--- config.mk ---
export PLATFORM = sky130hd
export DESIGN_NAME = register_file_np
export DESIGN_NICKNAME = d
export VERILOG_FILES = /design/src/rtl/regfile_pkg.sv /design/src/rtl/regfile_clear_ctrl.sv /design/src/rtl/register_file_np.sv
export SDC_FILE = /design/constraint.sdc
export NUM_CORES = 1
export LEC_CHECK = 0
export CELL_PAD_IN_SITES_DETAIL_PLACEMENT = 0
export CELL_PAD_IN_SITES_GLOBAL_PLACEMENT = 1
export CORE_ASPECT_RATIO = 2
export CORE_MARGIN = 4
export CORE_UTILIZATION = 50
export CTS_CLUSTER_DIAMETER = 30
export DETAILED_ROUTE_END_ITERATION = 10
export DONT_BUFFER_PORTS = 1
export MAX_ROUTING_LAYER = met4
export PLACE_DENSITY = 0.77
export RECOVER_POWER = 50
export SLEW_MARGIN = 20
export SYNTH_ARGS = -nofsm -noshare
export SYNTH_HDL_FRONTEND = slang
export SYNTH_SLANG_ARGS = --single-unit
export TNS_END_PERCENT = 30
--- constraint.sdc ---
create_clock -name Clk -period 5.76 [get_ports Clk]
set_clock_uncertainty 0.15 [all_clocks]
set_input_delay 0.576 -clock Clk [delete_from_list [all_inputs] [get_ports Clk]]
set_output_delay 0.576 -clock Clk [all_outputs]
set_load 0.1 [all_outputs]
--- src/rtl/regfile_pkg.sv ---
// Shared types and default sizes for the register file and its clear engine.
package regfile_pkg;

  typedef enum logic [0:0] {
    CLEAR = 1'b0,
    READY = 1'b1
  } regfile_state_e;

  localparam int DATA_W_DEF = 32;
  localparam int ADDR_W_DEF = 5;

endpackage

--- src/rtl/regfile_clear_ctrl.sv ---
// Sequential clear engine: walks every entry after reset, writing zero, then
// raises Ready. The counter is one bit wider than the address so it never wraps.
module regfile_clear_ctrl
  import regfile_pkg::*;
#(
  parameter int ADDR_W = ADDR_W_DEF
) (
  input  logic              Clk,
  input  logic              Rst,
  output logic              Ready,
  output logic              clr_we,
  output logic [ADDR_W-1:0] clr_addr
);

  localparam int            DEPTH    = 2 ** ADDR_W;
  localparam logic [ADDR_W:0] LAST_IDX = (ADDR_W + 1)'(DEPTH - 1);

  regfile_state_e    state_r;
  regfile_state_e    state_nxt_s;
  logic [ADDR_W:0]   clr_cnt_r;
  logic [ADDR_W:0]   clr_cnt_nxt_s;
  logic              ready_nxt_s;

  // State, counter and Ready registers with synchronous reset.
  always_ff @(posedge Clk) begin
    if (Rst) begin
      state_r   <= CLEAR;
      clr_cnt_r <= '0;
      Ready     <= 1'b0;
    end else begin
      state_r   <= state_nxt_s;
      clr_cnt_r <= clr_cnt_nxt_s;
      Ready     <= ready_nxt_s;
    end
  end

  // Next-state logic: step through entries, leave CLEAR after the last one.
  always_comb begin
    state_nxt_s   = state_r;
    clr_cnt_nxt_s = clr_cnt_r;
    ready_nxt_s   = 1'b0;
    case (state_r)
      CLEAR: begin
        clr_cnt_nxt_s = clr_cnt_r + {{ADDR_W{1'b0}}, 1'b1};
        if (clr_cnt_r == LAST_IDX) begin
          state_nxt_s = READY;
          ready_nxt_s = 1'b1;
        end else begin
          state_nxt_s = CLEAR;
          ready_nxt_s = 1'b0;
        end
      end
      READY: begin
        state_nxt_s = READY;
        ready_nxt_s = 1'b1;
      end
      default: begin
        state_nxt_s   = CLEAR;
        clr_cnt_nxt_s = '0;
        ready_nxt_s   = 1'b0;
      end
    endcase
  end

  // A reset edge must not also clear an entry, so the strobe is gated by Rst.
  assign clr_we   = (state_r == CLEAR) && !Rst;
  assign clr_addr = clr_cnt_r[ADDR_W-1:0];

endmodule

--- src/rtl/register_file_np.sv ---
// Parametrised register file: one write port, two combinational read ports,
// optional hardwired-zero entry 0. Define REGFILE_BYPASS_EN for write-first reads.
module register_file_np
  import regfile_pkg::*;
#(
  parameter int DATA_W   = DATA_W_DEF,
  parameter int ADDR_W   = ADDR_W_DEF,
  parameter bit ZERO_REG = 1'b1
) (
  input  logic              Clk,
  input  logic              Rst,
  input  logic              RW,
  input  logic [ADDR_W-1:0] RD,
  input  logic [DATA_W-1:0] dataRD,
  input  logic [ADDR_W-1:0] RS,
  input  logic [ADDR_W-1:0] RT,
  output logic [DATA_W-1:0] dataRS,
  output logic [DATA_W-1:0] dataRT,
  output logic              Ready
);

  localparam int DEPTH = 2 ** ADDR_W;

  logic [DATA_W-1:0] mem_r [0:DEPTH-1];
  logic              clr_we_s;
  logic [ADDR_W-1:0] clr_addr_s;
  logic              usr_we_s;
  logic [DATA_W-1:0] data_rs_s;
  logic [DATA_W-1:0] data_rt_s;

  regfile_clear_ctrl #(
    .ADDR_W (ADDR_W)
  ) u_clear_ctrl (
    .Clk      (Clk),
    .Rst      (Rst),
    .Ready    (Ready),
    .clr_we   (clr_we_s),
    .clr_addr (clr_addr_s)
  );

  assign usr_we_s = Ready && RW && !Rst && !(ZERO_REG && (RD == '0));

  // Storage write port: the clear engine owns the array until Ready.
  always_ff @(posedge Clk) begin
    if (clr_we_s) begin
      mem_r[clr_addr_s] <= '0;
    end else if (usr_we_s) begin
      mem_r[RD] <= dataRD;
    end
  end

  // Read port S: zero while clearing and for the hardwired entry.
  always_comb begin
    data_rs_s = '0;
    if (!Ready) begin
      data_rs_s = '0;
    end else if (ZERO_REG && (RS == '0)) begin
      data_rs_s = '0;
`ifdef REGFILE_BYPASS_EN
    end else if (RW && (RS == RD)) begin
      data_rs_s = dataRD;
`endif
    end else begin
      data_rs_s = mem_r[RS];
    end
  end

  // Read port T: same rules as port S.
  always_comb begin
    data_rt_s = '0;
    if (!Ready) begin
      data_rt_s = '0;
    end else if (ZERO_REG && (RT == '0)) begin
      data_rt_s = '0;
`ifdef REGFILE_BYPASS_EN
    end else if (RW && (RT == RD)) begin
      data_rt_s = dataRD;
`endif
    end else begin
      data_rt_s = mem_r[RT];
    end
  end

  assign dataRS = data_rs_s;
  assign dataRT = data_rt_s;

endmodule

==> run metrics <==
status finished with violations; failing checks capacitance limit, slew limit; clock buffer depth 3; Max Slew Vio Count 847; layout cells sized above 1 0.230; Period minus WS final 5.10 ns; Rows approximately 160; GP Congestion 0.877; Startpoint Class flop; post-route ant nets 0; largest net degree at the start of global routing 355; Synthesis Warnings 0; Gate Count Post-Synth 2779; first-pass GRT wire length 218 mm; CTS tree built; Worst IR Drop VDD 219 µV; # H-tree levels 4; Setup crit end kind flop; WL final 157 mm; top-area cell type share of the netlist area 0.646; Final Hold Viols 0; die width 226 µm; Starting DRT DRC Count ~3600; CTS sink count 1030; largest cells by area after synthesis edfxtp_1 (65%), mux4_2 (12%), mux2i_1 (10%), a22oi_1 (3.0%), o22ai_1 (2.5%); clk root buf clkbuf_16; core area 94100 µm²; Via-to-Cell Ratio 7.17; Avg Cell Area, Syn roughly 17 µm²; Tightest Pin Transition 3.30 ns; worst path required time 5.87 ns; number of global-route vias before repair 30800; worst skew pair latency about 0.73 ns; total vias in the final route 29900; crit path kind reg -> reg; Boundary Pins 115; Tcrit/Tclk final 0.885; global route overflow 0; TNS Setup 0 ns; hold crit path type in -> reg; HPWL Detailed approximately 90 mm; worst path cell trace nand2b_1 > mux2_1 > o21a_1 > nor3_1 > clkbuf_1; drt drc 0; ys flop type edfxtp_1; #FFs+latches synth 1030; unrepaired setup endpoints after global routing no; CP Max Fanout 25; hold_ws a little over 0.2 ns; Max Clk Rate ~200 MHz; layout overhead on the synthesized area 13.4%; initial antenna violation count 13; Post-synth EDFFs 1023; CTS buffer count between 100 and 150; TritonRoute pass-1 iters 6; number of post-CTS setup repair buffers 0; chip height 444 µm; max_cap viols 23; CP max-delay cell clkbuf_1; Mapped Area 47600 µm²; Buffers on Ports 0; Worst-path clk slew 0.07 ns; GR Util All Layers 0.317; initial core utilization 0.506; kind of cell adding the most delay to the critical path buffers and inverters; Syn Nets 2830; Crit path largest cell delay 2.28 ns; Critical path buffers and inverters 1; leading area contributor after synthesis edfxtp_1; final setup vio count 0; leakage 17.0 nW; post-synthesis sequential area ratio 0.649; relative slew slack -1.20; Critical Path AT 5.21 ns; Synth top cells by count edfxtp_1 (1023), mux2i_1 (486), mux4_2 (254), o22ai_1 (192), a22oi_1 (190); pwr dens 319 nW/µm²; FFs w/ async S/R, synth 0; cell with the most instances after synthesis edfxtp_1; Die ar. roughly 100000 µm²; count of cell types in the netlist 52; fin nets between 2000 and 3000; Routed WL per cell 37.6 µm
worst register-to-register path, cell delays in order (launching register included):
cell and delay, ns:
dfxtp_2 0.94, nand2b_1 0.22, mux2_1 0.40, o21a_1 0.28, nor3_1 0.31, clkbuf_1 2.28
final timing paths:
kind / slack [ns] / cells past startpoint / end / start
setup / recovery: 0.66 / 5 / mem_r[28][23]$_DFFE_PP_ / u_clear_ctrl.state_r$_SDFF_PP0_
hold reg to reg: 0.36 / 2 / u_clear_ctrl.clr_cnt_r[5]$_SDFFE_PP0N_ / u_clear_ctrl.clr_cnt_r[5]$_SDFFE_PP0N_
hold / removal: 0.20 / 1 / mem_r[3][31]$_DFFE_PP_ / dataRD[31]
setup reg to reg: 0.66 / 5 / mem_r[28][23]$_DFFE_PP_ / u_clear_ctrl.state_r$_SDFF_PP0_
layout by cell type (no fill, tap or decap), types with 13 or more instances in the layout:
| master | n |
|---|---|
| a221oi_1 | 23 |
| a22oi_1 | 190 |
| and2_0 | 14 |
| and2_1 | 14 |
| buf_4 | 120 |
| bufinv_16 | 14 |
| clkbuf_1 | 29 |
| clkbuf_16 | 132 |
| clkinv_4 | 16 |
| edfxtp_1 | 1023 |
| inv_6 | 21 |
| mux2i_1 | 486 |
| mux4_2 | 254 |
| nand2_1 | 71 |
| nand4_1 | 63 |
| nor3_1 | 13 |
| nor3_2 | 13 |
| o21ai_0 | 58 |
| o22ai_1 | 192 |
sequential cells by signal, summed over array words and instances, names as in the netlist:
| signal | flops |
|---|---|
| u_clear_ctrl.clr_cnt_r | 6 |
| mem_r | 1023 |
| u_clear_ctrl.state_r | 1 |
where the power goes:
part / total, W / switching [W] / internal, W
clock network: 0.00835 / 0.00341 / 0.00494
logic: 0.000630 / 0.000304 / 0.000326
registers: 0.00821 / 0.0000246 / 0.00819
total: 0.0172 / 0.00374 / 0.0135
through the flow:
stage / setup slack, ns / utilization / cells / instance area, µm² / power, W
2_1_floorplan: 0.215 / - / 2779 / 47600 / 0.00895
3_3_place_gp: 1.80 / 0.525 / 3905 / 49400 / 0.00896
3_5_place_dp: 1.79 / 0.527 / 3914 / 49600 / 0.00896
4_1_cts: 1.01 / 0.575 / 4154 / 54100 / 0.0172
5_1_grt: 0.436 / 0.573 / 4166 / 54000 / 0.0176
6_report: 0.663 / 0.574 / 4167 / 54000 / 0.0172
cell families (layout without fill, tap and decap cells):
family | count (synthesis) | after routing | share of synthesized area
AOI/OAI and AO/OA | 501 | 501 | 0.0728
buffers and inverters | 237 | 406 | 0.0252
and+or+nand+nor | 264 | 264 | 0.0297
xor gates and xnor gates | 4 | 4 | 0.000736
muxes | 742 | 742 | 0.223
adders and majority gates | 1 | 1 | 0.000263
other | 0 | 12 | 0
DFF | 1030 | 1030 | 0.649
routing by layer:
| metal | wire length [µm] | vias up | global-route usage |
|---|---|---|---|
| met5 | 0 | - | - |
| met4 | 12200 | 0 | 0.191 |
| met3 | 15800 | 680 | 0.0833 |
| met2 | 79700 | 2014 | 0.530 |
| met1 | 48700 | 15300 | 0.336 |
| li1 | - | 11900 | - |
layout make-up:
type | instances | area [µm²]
tap | 1207 | 1510
fill | 7053 | 40100
multi-input combinational | 1512 | 15700
sequential | 1030 | 30900
timing repair buffer | 158 | 1340
antenna | 12 | 30.0
clock buffer | 142 | 3340
inverter | 9 | 33.8
clock inverter | 97 | 1120
what timing repair did:
| action | 4_1_cts | 5_1_grt |
|---|---|---|
| hold buffers | 1 | 0 |
| resized for setup | 0 | 0 |
| hold endpoints to repair | 7 | 0 |
(Power assumes the default switching activity.)
